===== config.mk =====
export PLATFORM = sky130hd
export DESIGN_NAME = vga_sync_decoder
export DESIGN_NICKNAME = d
export VERILOG_FILES = /design/src/rtl/vga_sync_decoder.sv
export SDC_FILE = /design/constraint.sdc
export NUM_CORES = 1
export LEC_CHECK = 0
export CAP_MARGIN = 20
export CORE_MARGIN = 2
export CORE_UTILIZATION = 56
export DETAILED_ROUTE_END_ITERATION = 16
export GPL_ROUTABILITY_DRIVEN = 0
export PLACE_DENSITY = 0.83
export SYNTH_ARGS = -nofsm -noshare
export SYNTH_HDL_FRONTEND = slang
export SYNTH_SLANG_ARGS = --single-unit

===== constraint.sdc =====
create_clock -name clock -period 6.9 [get_ports clock]
set_clock_uncertainty 0.1 [all_clocks]
set_input_delay 1.035 -clock clock [delete_from_list [all_inputs] [get_ports clock]]
set_output_delay 1.035 -clock clock [all_outputs]
set_load 0.02 [all_outputs]

===== src/rtl/vga_sync_decoder.sv =====
// VGA sync decoder: recovers pixel coordinates from hsync/vsync/blank and tracks timing lock.
// Optional per-frame colour checksum is built when VGA_DEC_FRAME_SUM_EN is defined.
module vga_sync_decoder #(
    parameter int unsigned H_ACTIVE    = 640,
    parameter int unsigned V_ACTIVE    = 480,
    parameter int unsigned H_TOTAL     = 800,
    parameter int unsigned LOCK_FRAMES = 2
) (
    input  logic        clock,
    input  logic        reset,
    input  logic        hsync_n,
    input  logic        vsync_n,
    input  logic        blank_n,
    input  logic [7:0]  color_in,
    output logic        pixel_valid,
    output logic [9:0]  pixel_x,
    output logic [9:0]  pixel_y,
    output logic [7:0]  pixel_color,
    output logic        frame_start,
    output logic        locked,
    output logic        sync_error,
    output logic [10:0] line_period,
    output logic [15:0] frame_sum,
    output logic        frame_sum_valid
);

    typedef enum logic [1:0] {SEARCH, TRACK, LOCKED} state_t;

    state_t      state, state_nxt;
    logic        hsync_s1, vsync_s1, blank_s1, hsync_s2, vsync_s2;
    logic [7:0]  color_s1;
    logic        h_fall, v_fall;
    logic [9:0]  x_cnt, y_cnt, x_eff, x_nxt, y_line, y_eff;
    logic [10:0] p_cnt;
    logic [3:0]  good_cnt, good_nxt;
    logic        frame_bad, frame_bad_nxt;
    logic        line_bad, frame_is_bad, err_nxt;

    always_ff @(posedge clock or posedge reset) begin
        if (reset) begin
            hsync_s1 <= 1'b1;
            vsync_s1 <= 1'b1;
            hsync_s2 <= 1'b1;
            vsync_s2 <= 1'b1;
            blank_s1 <= 1'b0;
            color_s1 <= '0;
        end else begin
            hsync_s1 <= hsync_n;
            vsync_s1 <= vsync_n;
            hsync_s2 <= hsync_s1;
            vsync_s2 <= vsync_s1;
            blank_s1 <= blank_n;
            color_s1 <= color_in;
        end
    end

    assign h_fall = hsync_s2 & ~hsync_s1;
    assign v_fall = vsync_s2 & ~vsync_s1;

    // The line closed by an hsync edge is accounted before a coincident vsync edge clears y.
    always_comb begin
        x_eff        = h_fall ? '0 : x_cnt;
        x_nxt        = (blank_s1 && (x_eff != '1)) ? x_eff + 10'd1 : x_eff;
        y_line       = (h_fall && (x_cnt != '0) && (y_cnt != '1)) ? y_cnt + 10'd1 : y_cnt;
        y_eff        = v_fall ? '0 : y_line;
        line_bad     = h_fall && (((x_cnt != '0) && (x_cnt != 10'(H_ACTIVE))) ||
                                  (p_cnt != 11'(H_TOTAL)));
        frame_is_bad = frame_bad | line_bad | (y_line != 10'(V_ACTIVE));
    end

    always_comb begin
        state_nxt     = state;
        good_nxt      = good_cnt;
        frame_bad_nxt = frame_bad | line_bad;
        err_nxt       = 1'b0;

        if (state == LOCKED && line_bad) begin
            state_nxt = SEARCH;
            err_nxt   = 1'b1;
        end

        // Frame close is applied on top of the line-close result.
        if (v_fall) begin
            frame_bad_nxt = 1'b0;
            case (state_nxt)
                SEARCH: begin
                    state_nxt = TRACK;
                    good_nxt  = '0;
                end
                TRACK: begin
                    if (frame_is_bad) begin
                        good_nxt = '0;
                    end else begin
                        good_nxt = good_cnt + 4'd1;
                        if (good_cnt + 4'd1 >= 4'(LOCK_FRAMES)) begin
                            state_nxt = LOCKED;
                        end
                    end
                end
                LOCKED: begin
                    if (frame_is_bad) begin
                        state_nxt = SEARCH;
                        err_nxt   = 1'b1;
                    end
                end
                default: state_nxt = SEARCH;
            endcase
        end
    end

    always_ff @(posedge clock or posedge reset) begin
        if (reset) begin
            state       <= SEARCH;
            good_cnt    <= '0;
            frame_bad   <= 1'b0;
            x_cnt       <= '0;
            y_cnt       <= '0;
            p_cnt       <= '0;
            pixel_valid <= 1'b0;
            pixel_x     <= '0;
            pixel_y     <= '0;
            pixel_color <= '0;
            frame_start <= 1'b0;
            sync_error  <= 1'b0;
            locked      <= 1'b0;
            line_period <= '0;
        end else begin
            state       <= state_nxt;
            good_cnt    <= good_nxt;
            frame_bad   <= frame_bad_nxt;
            x_cnt       <= x_nxt;
            y_cnt       <= y_eff;
            if (h_fall) begin
                p_cnt       <= 11'd1;
                line_period <= p_cnt;
            end else if (p_cnt != '1) begin
                p_cnt <= p_cnt + 11'd1;
            end
            pixel_valid <= blank_s1;
            pixel_x     <= x_eff;
            pixel_y     <= y_eff;
            pixel_color <= color_s1;
            frame_start <= v_fall;
            sync_error  <= err_nxt;
            locked      <= (state_nxt == LOCKED);
        end
    end

`ifdef VGA_DEC_FRAME_SUM_EN
    logic [15:0] sum_acc;
    logic        seen_vfall;

    always_ff @(posedge clock or posedge reset) begin
        if (reset) begin
            sum_acc         <= '0;
            seen_vfall      <= 1'b0;
            frame_sum       <= '0;
            frame_sum_valid <= 1'b0;
        end else begin
            frame_sum_valid <= v_fall & seen_vfall;
            if (v_fall) begin
                seen_vfall <= 1'b1;
                if (seen_vfall) begin
                    frame_sum <= sum_acc;
                end
                sum_acc <= blank_s1 ? 16'(color_s1) : '0;
            end else if (blank_s1) begin
                sum_acc <= sum_acc + 16'(color_s1);
            end
        end
    end
`else
    assign frame_sum       = '0;
    assign frame_sum_valid = 1'b0;
`endif

endmodule


== After elaboration in Yosys (flattened, before gate mapping) ==
Index checks and enable logic that the tools add are counted.

* Output and inout port bits: 60
* Bits of input ports: 13
* Logic and storage cells: 71
* Register bits after elaboration: 84

* Bitwise operators: 6
* Add/subtract/negate cells: 4
* $lt $le $gt $ge: 1
* Reductions and logical operators: 12
* Muxes and demuxes: 19
* Equality and inequality tests: 10

{| class="wikitable"
|+ Operator list
! kind !! count
|-
| 2-to-1 mux 10 bit || 4
|-
| != test 10 bit (second input constant) || 3
|-
| 2-to-1 mux 11 bit || 2
|-
| adder 10 x 1 -> 10 bit (second input constant) || 2
|-
| adder 11 x 1 -> 11 bit (second input constant) || 1
|-
| != test 11 x 10 -> 1 bit (second input constant) || 1
|-
| != test 11 bit (second input constant) || 1
|-
| 2-to-1 mux 2 bit || 5
|-
| != test 10 x 9 -> 1 bit (second input constant) || 1
|-
| nonzero test 10 bit || 1
|-
| case mux 4 bit (2 select lines) || 1
|-
| == test 2 bit (second input constant) || 3
|-
| logical AND 1 bit || 6
|-
| case mux 2 bit (3 select lines) || 1
|-
| 2-to-1 mux 1 bit || 5
|-
| adder 4 x 1 -> 4 bit (second input constant) || 1
|-
| >= comparator 4 x 2 -> 1 bit (second input constant) || 1
|-
| 2-to-1 mux 4 bit || 1
|-
| nonzero test 2 bit || 2
|-
| bitwise AND 1 bit || 2
|-
| == test 2 x 1 -> 1 bit (second input constant) || 1
|-
| logical NOT 2 bit || 1
|-
| NOT 1 bit || 2
|-
| bitwise OR 1 bit || 2
|-
| other kinds (2) || 2
|}

== Depth between registers and ports, before layout ==
Gate-level depths: netlist of run 1.

* Depth after elaboration: 11
* Mapped depth: 10
* Depth with buffers taken out: 8

== Least setup slack after synthesis of run 1 ==
Ideal clock, no wire load.

* Path kind: register -> register
* Start point: reg hsync_s1
* End point: reg x_cnt[9]
* Required time: 6.721 ns
* Path buffers: 2
* Setup time: 0.079 ns
* Cell stages (with the launch flop): 11
* Clock period less this slack: 2.729 ns
* Slack: 4.171 ns
* Arrival: 2.550 ns
* Path through: dfstp_2 nand2b_1 clkbuf_1 clkbuf_1 and2_1 ha_1 nand4_1 o31ai_1 nor4_1 nand3_1 mux2i_1

* Longest elaborated chain between the ends: 6
* Elaborated cells on any way between the ends: 7
* Those cells by class: add/sub (1); eq/ne (1); mux (2); bitwise (2); reduce/logical (1)

{| class="wikitable"
|+ Ends and longest elaborated chain
! item !! line !! text
|-
| from (decl) || 30 || <nowiki>logic hsync_s1, vsync_s1, blank_s1, hsync_s2, vsync_s2;</nowiki>
|-
| from (signal assigned) || 48 || <nowiki>hsync_s1 <= hsync_n;</nowiki>
|-
| NOT 1 bit * || 57 || <nowiki>assign h_fall = hsync_s2 & ~hsync_s1;</nowiki>
|-
| bitwise AND 1 bit * || 57 ||
|-
| 2-to-1 mux 10 bit * || 62 || <nowiki>x_eff = h_fall ? '0 : x_cnt;</nowiki>
|-
| named net x_eff[0] || 33 || <nowiki>logic [9:0] x_cnt, y_cnt, x_eff, x_nxt, y_line, y_eff;</nowiki>
|-
| parallel branches: the longest is 2 deep, another holds adder 10 x 1 -> 10 bit || -- ||
|-
| 2-to-1 mux 10 bit * || 63 || <nowiki>x_nxt = (blank_s1 && (x_eff != '1)) ? x_eff + 10'd1 : x_eff;</nowiki>
|-
| named net x_nxt[9] || 33 ||
|-
| to (signal assigned) || 131 || <nowiki>x_cnt <= x_nxt;</nowiki>
|-
| to (decl) || 33 ||
|}

Mark *: on every way through the listed nets, which the timed path passes.
A chain may end at the register's enable or synchronous reset.

== Worst setup path after layout of run 1 ==
* Start point: reg p_cnt[0]
* End point: reg good_cnt[1]

* Longest elaborated chain between the ends: 8
* Elaborated cells on any way between the ends: 13
* Those cells by class: eq/ne (2); mux (3); bitwise (2); reduce/logical (6)

{| class="wikitable"
|+ Ends and longest elaborated chain
! item !! line !! text
|-
| from (decl) || 34 || <nowiki>logic [10:0] p_cnt;</nowiki>
|-
| from (signal assigned) || 137 || <nowiki>p_cnt <= p_cnt + 11'd1;</nowiki>
|-
| != test 11 x 10 -> 1 bit * || 67 || <nowiki>(p_cnt != 11'(H_TOTAL)));</nowiki>
|-
| logical OR 1 bit * || 66 || <nowiki>line_bad = h_fall && (((x_cnt != '0) && (x_cnt != 10'(H_ACTIVE))) ||</nowiki>
|-
| logical AND 1 bit * || 66 ||
|-
| logical AND 1 bit || 77 || <nowiki>if (state == LOCKED && line_bad) begin</nowiki>
|-
| 2-to-1 mux 2 bit || 77 ||
|-
| == test 2 x 1 -> 1 bit or logical NOT 2 bit (tied branches) || 85 || <nowiki>case (state_nxt)</nowiki>
|-
| nonzero test 2 bit (no source line) || -- ||
|-
| AND reduction 2 bit (no source line) || -- ||
|-
| to (signal assigned) || 129 || <nowiki>good_cnt <= good_nxt;</nowiki>
|-
| to (decl) || 35 || <nowiki>logic [3:0] good_cnt, good_nxt;</nowiki>
|}

Every way passes the cells marked *; elsewhere a longest branch is shown, timed or not.

==> out/qor.yml, run 1 <==
outcome:
  status: "finished with violations"
  violations: "DRC"
sta:
  rsz0062_at_grt: "false"
  finalHoldViolations: 0
  setup_viol: 0
  tightest_slew_ns: 0.723
  slew_headroom_pct: 51.4
  fmax_ghz: 0.364
  slew_violations: 0
  period_minus_slack_ns: 2.75
  fin_hold_ws_ns: 0.255
  fin_crit_sh_pct: 39.8
  tns_ns: 0
detailed_routing:
  drc: 6
  drt_iter0_markers: 175
  viasPerCell: 5.54
  post_drt_wl_per_cell_um: 14.5
  via_count: 2709
  ant_nets: 0
  drt_pass1_iterations: 10
  routed_wl_um: 7100
synth:
  synth-seq-cells: 84
  synth_commonest_cells: "dfrtp_1, nand2_1, nor2_1, buf_4, nand3_1"
  avgSynthCellArea_um2: 10.7
  synthArstFlopShare_pct: 100
  synth_compound_area_share_pct: 8.78
  synth-seq-area-share_pct: 56.2
  yosys.area_share.xor_xnor_pct: 5.14
  yosysTopAreaCell: "dfrtp_1"
  yosys.area_share.simple_pct: 20.7
  yosys_warnings: 0
  ys_types: 61
  synthCells: 349
  synth.top_cells.by_area: "dfrtp_1, nand2_1, buf_4"
  synth_top_family_by_area: "simple AND/OR/NAND/NOR gates"
  synth.most_common_cell: "dfrtp_1"
  ys.flop_type: "dfrtp_1"
  synth_edf_count: 0
  syn_area_um2: 3750
  synth_mux_area_share_pct: 1.40
  yosys.area_share.adder_pct: 2.00
  synth_top_area_share_pct: 53.4
worst_setup_path:
  critPathMaxStageDelay_ns: 0.52
  cp_num_cells: 8
  cp-startpoint: "p_cnt[0]"
  rr_endpoint: "good_cnt[1]"
  crit_family: "simple AND/OR/NAND/NOR gates"
  r2r_start: "p_cnt[0]"
  crit_chain: "inv_1, ha_1, or4b_1, a2111oi_2, a21o_2, o211ai_1, or4_1, o21ai_1"
  critPathKind: "reg -> reg"
  regToRegSetupSlack_ns: 4.15
  cp-endpoint: "good_cnt[1]"
  crit_path_start_kind: "flip-flop"
  path_buf_inv: 1
  worstPathMaxFanout: 4
  worst_setup_path_end_kind: "flip-flop"
  worst_path_max_delay_cell: "or4_1"
  r2r_cells: 8
  required_ns: 7.08
  worstPathArrival_ns: 2.93
finish:
  postLayoutCellArea_um2: 4520
  fillers: 471
  layout-drive-gt1-share_pct: 9.47
  fin_util_pct: 70.3
  n_antenna_cell: 0
  fin_nets: 426
  area_growth_pct: 20.5
pwr:
  ir_drop_v: 0.000195
  p_leak_nw: 2.10
  power_density_nw_per_um2: 260
placement:
  place_area_um2: 4290
  port_buffers: 55
  dp_hpwl_um: 4810
die:
  die_height_um: 85.8
  io_pins: 73
  fp.coreArea_um2: 6420
  fp.dieW_um: 85.8
  start_util_pct: 58.4
  row_count: 29
  dieArea_um2: 7360
global_routing:
  grt_pass1_wl_um: 11900
  grt_pass1_vias: 2615
  grt_overflow: 0
  grt.total_usage_pct: 20.6
  grt_max_degree: 85
  antenna_found_initial: 0
run:
  maxCapViolCount: 0
hold_path:
  min_path_type: "reg -> reg"
  worstHoldStart: "color_s1[5]"
cts:
  clkSinkCount: 84
  post_cts_buffers: 0
  cts.clk_slew.worst_paths_ns: 0.09
  htreeDepth: 3
  tritoncts: "yes"
  clockBufferDepth: 2
  cts_resized: 0
  postCtsHoldBufs: 0
  cts_buffers: 9
  cts_root_buf: "clkbuf_8"
  clk_latency_ns: 0.35
==> layout make-up <==
cell class,instances,area [um^2],area share (%)
Sequential cell,84,2110,46.6
Multi-Input combinational cell,245,1490,32.9
Tap cell,77,96.3,2.13
Inverter,9,35.0,0.775
Clock buffer,9,124,2.74
Clock inverter,7,75.1,1.66
Timing Repair Buffer,58,593,13.1
==> state kept, by name (all words and copies together) (netlist names) <==
signal and flops:
x_cnt 10, frame_bad 1, y_cnt 10, sync_error 1, pixel_x 10, locked 1, hsync_s2 1, state 2
vsync_s2 1, good_cnt 4, vsync_s1 1, pixel_color 8, hsync_s1 1, color_s1 8, pixel_valid 1, frame_start 1
blank_s1 1, p_cnt 11, line_period 11
==> metal layers <==
| metal | track usage [%] | part of all wire (%) | up-vias | wire (um) |
|---|---|---|---|---|
| met5 | 0 | 0 | - | 0 |
| met2 | 32.5 | 49 | 62 | 3490 |
| met1 | 28.1 | 45 | 1341 | 3170 |
| li1 | - | - | 1294 | - |
| met3 | 4.14 | 4.1 | 12 | 290 |
| met4 | 8.80 | 2.0 | 0 | 142 |
==> how the worst min path moves through the flow <==
stage          slack (ns)  depth (start not counted)             end
3_3_place_gp         0.23                          0  pixel_color[3]
3_5_place_dp         0.24                          0  pixel_color[5]
2_1_floorplan        0.23                          0  pixel_color[0]
5_1_grt              0.27                          0  pixel_color[5]
4_1_cts              0.26                          0  pixel_color[5]
6_report             0.25                          0  pixel_color[5]
==> where the power goes <==
group / total (W) / internal [W] / switching [W]
Sequential: 0.000583 / 0.000540 / 0.0000436
Combinational: 0.000244 / 0.000105 / 0.000139
Clock: 0.000349 / 0.000169 / 0.000180
Total: 0.00118 / 0.000813 / 0.000363
==> cells in the final DEF, fill, tap and decap left out, types with 6 or more instances in the layout <==
| master | Yosys | final |
|---|---|---|
| a21oi_1 | 7 | 7 |
| and2_1 | 9 | 9 |
| clkbuf_8 | 0 | 9 |
| clkdlybuf4s50_1 | 0 | 55 |
| conb_1 | 1 | 17 |
| dfrtp_1 | 80 | 80 |
| ha_1 | 6 | 6 |
| inv_1 | 9 | 8 |
| nand2_1 | 52 | 52 |
| nand3_1 | 14 | 14 |
| nand4_1 | 9 | 9 |
| nor2_1 | 30 | 30 |
| nor3_1 | 9 | 9 |
| xnor2_1 | 9 | 9 |
| xor2_1 | 13 | 13 |
==> cell families after synthesis <==
kind of cell    count (synthesis)
mux                             5
other cells                     1
compound gates                 43
xor+xnor                       22
buf+inv                        36
simple gates                  152
flops                          84
fa+ha+maj                       6
==> per-stage QoR <==
stage,setup WS [ns],total power [W],std cells
after detailed placement,4.18,0.000834,472
after floorplan,3.61,0.000747,365
after global routing,3.99,0.00123,489
final,4.15,0.00118,489
after CTS,4.15,0.00118,488
after global placement,4.24,0.000824,472
No activity file was read; power rests on OpenSTA's default activity.
==> run 2, diff against run 1 <==
- CORE_UTILIZATION: 56 -> 52
- PLACE_DENSITY: 0.83 -> 0.78
- clock period: 6.9 -> 2.62 ns (I/O delays scaled with it)
==> run 2 against run 1 <==
Core utilization is 0.75 points lower; the run ends with setup timing left; maximum frequency grew 3.8%; highest routed layer unchanged; critical path depth shrank 2; combinational power rose to 3.2 times the previous value.
==> out/qor.yml, run 2 (synthesis gave the netlist of run 1 again) <==
global_routing:
  grt_pass1_wl_um: 12400
  grt_pass1_vias: 2706
  grt.total_usage_pct: 20.5
  grt_overflow: 0
  antenna_found_initial: 0
  grt_max_degree: 85
sta:
  setup_ws_ns: -0.0295
  rsz0062_at_grt: "true"
  period_minus_slack_ns: 2.65
  fmax_ghz: 0.377
  finalHoldViolations: 0
  tightest_slew_ns: 0.487
  slew_violations: 0
  slew_headroom_pct: 67.3
  fin_crit_sh_pct: 101
  setup_viol: 3
placement:
  dp.cells: 515
  dp_hpwl_um: 5260
  port_buffers: 55
die:
  dieArea_um2: 7900
  fp.dieW_um: 88.9
  die_height_um: 88.9
  row_count: 30
  fp.coreArea_um2: 6870
  io_pins: 73
  start_util_pct: 54.6
detailed_routing:
  post_drt_wl_per_cell_um: 14.5
  routed_wl_um: 7700
  drt_pass1_iterations: 4
  drc: 0
  ant_nets: 0
  drt_iter0_markers: 198
  viasPerCell: 5.30
  via_count: 2821
finish:
  n_antenna_cell: 0
  final_cell_count_no_fill: 532
  fin_util_pct: 69.6
  layout_common_cells: "dfrtp_1, clkdlybuf4s50_1, nand2_1, nor2_1, buf_4"
  seq_area_um2: 2110
  layout-drive-gt1-share_pct: 16.5
  area_growth_pct: 27.5
  fillers: 511
  multiInputGateArea_um2: 1560
  fin_nets: 450
  final_common_cell: "dfrtp_1"
  reg_top3: "line_period: 11 flops, p_cnt: 11 flops"
cts:
  clk_latency_ns: 0.36
  cts_root_buf: "clkbuf_8"
  htreeDepth: 3
  cts.clk_slew.worst_paths_ns: 0.09
  clockBufferDepth: 2
  clkSinkCount: 84
  cts_buffers: 9
  tritoncts: "yes"
  postCtsHoldBufs: 0
worst_setup_path:
  critPathKind: "reg -> reg"
  worst_path_max_delay_cell: "or4_4"
  r2r_cells: 6
  regToRegSetupSlack_ns: -0.03
  worstPathMaxFanout: 4
  critPathMaxStageDelay_ns: 0.54
  required_ns: 2.80
  r2r_start: "x_cnt[4]"
  crit_path_start_kind: "flip-flop"
  rr_endpoint: "locked"
  worstPathArrival_ns: 2.83
  crit_chain: "or4_4, o31a_4, a211o_1, a22o_1, or4_1, o22ai_2"
  worst_setup_path_end_kind: "flip-flop"
  cp-startpoint: "x_cnt[4]"
hold_path:
  min_path_type: "reg -> reg"
  hold_end: "pixel_color[1]"
  worstHoldStart: "color_s1[1]"
  whs_path_depth: 0
outcome:
  status: "finished with violations"
  violations: "setup timing"
run:
  maxCapViolCount: 0
pwr:
  power_density_nw_per_um2: 664
  p_leak_nw: 2.23
  finalPower_w: 0.00317
  ir_drop_v: 0.000366
==> run 2: final cells by class <==
type | count | area share, %
repair buffers | 82 | 16.0
well taps | 96 | 2.51
flip-flops and latches | 84 | 44.1
inverters | 9 | 0.785
clock buffers | 10 | 2.88
clock inverters | 6 | 1.13
multi-input cells | 245 | 32.6
==> run 2: critical path, delay by kind of cell, from the launching register on <==
kind               cells  cell delay [ns]
DFF                    1             0.39
AOI/OAI and AO/OA      4             1.01
and+or+nand+nor        2             1.08
==> run 2: what timing repair did <==
action,CTS,global route
buffers inserted,0,1
endpoints found under the setup margin,5,10
resized for setup,2,9
pin swaps,3,3
==> run 2: routing by layer <==
metal | wire (um) | track usage (%) | up-vias | part of all wire (%)
li1 | - | - | 1341 | -
met1 | 3390 | 27.5 | 1406 | 44
met2 | 3910 | 32.1 | 67 | 51
met3 | 327 | 5.63 | 7 | 4.2
met4 | 77 | 7.99 | 0 | 1.0
met5 | 0 | 0 | - | 0
==> run 2: stage by stage <==
stage	hold slack (ns)	cell area, um^2	TNS [ns]	setup WS (ns)
5_1_grt	0.263	4780	-0.236	-0.0793
3_3_place_gp	0.233	4520	0	0.0166
2_1_floorplan	0.231	3820	0	0.0272
6_report	0.253	4780	-0.0610	-0.0295
4_1_cts	0.258	4710	-0.0653	-0.0243
3_5_place_dp	0.236	4520	-0.0271	-0.0136
==> run 2: report_power, final <==
group	leakage [nW]	total [W]	switching, W	internal (W)
Combinational	1.04	0.000783	0.000434	0.000349
Sequential	1.09	0.00150	0.0000776	0.00142
Clock	0.0958	0.000891	0.000502	0.000389
==> run 2: worst max-delay path by stage <==
stage                   to  slack [ns]  cells past startpoint
2_1_floorplan       locked        0.03                      6
3_3_place_gp        locked        0.02                      6
3_5_place_dp   good_cnt[0]       -0.01                      6
4_1_cts        good_cnt[0]       -0.02                      6
5_1_grt        good_cnt[0]       -0.08                      7
6_report            locked       -0.03                      6
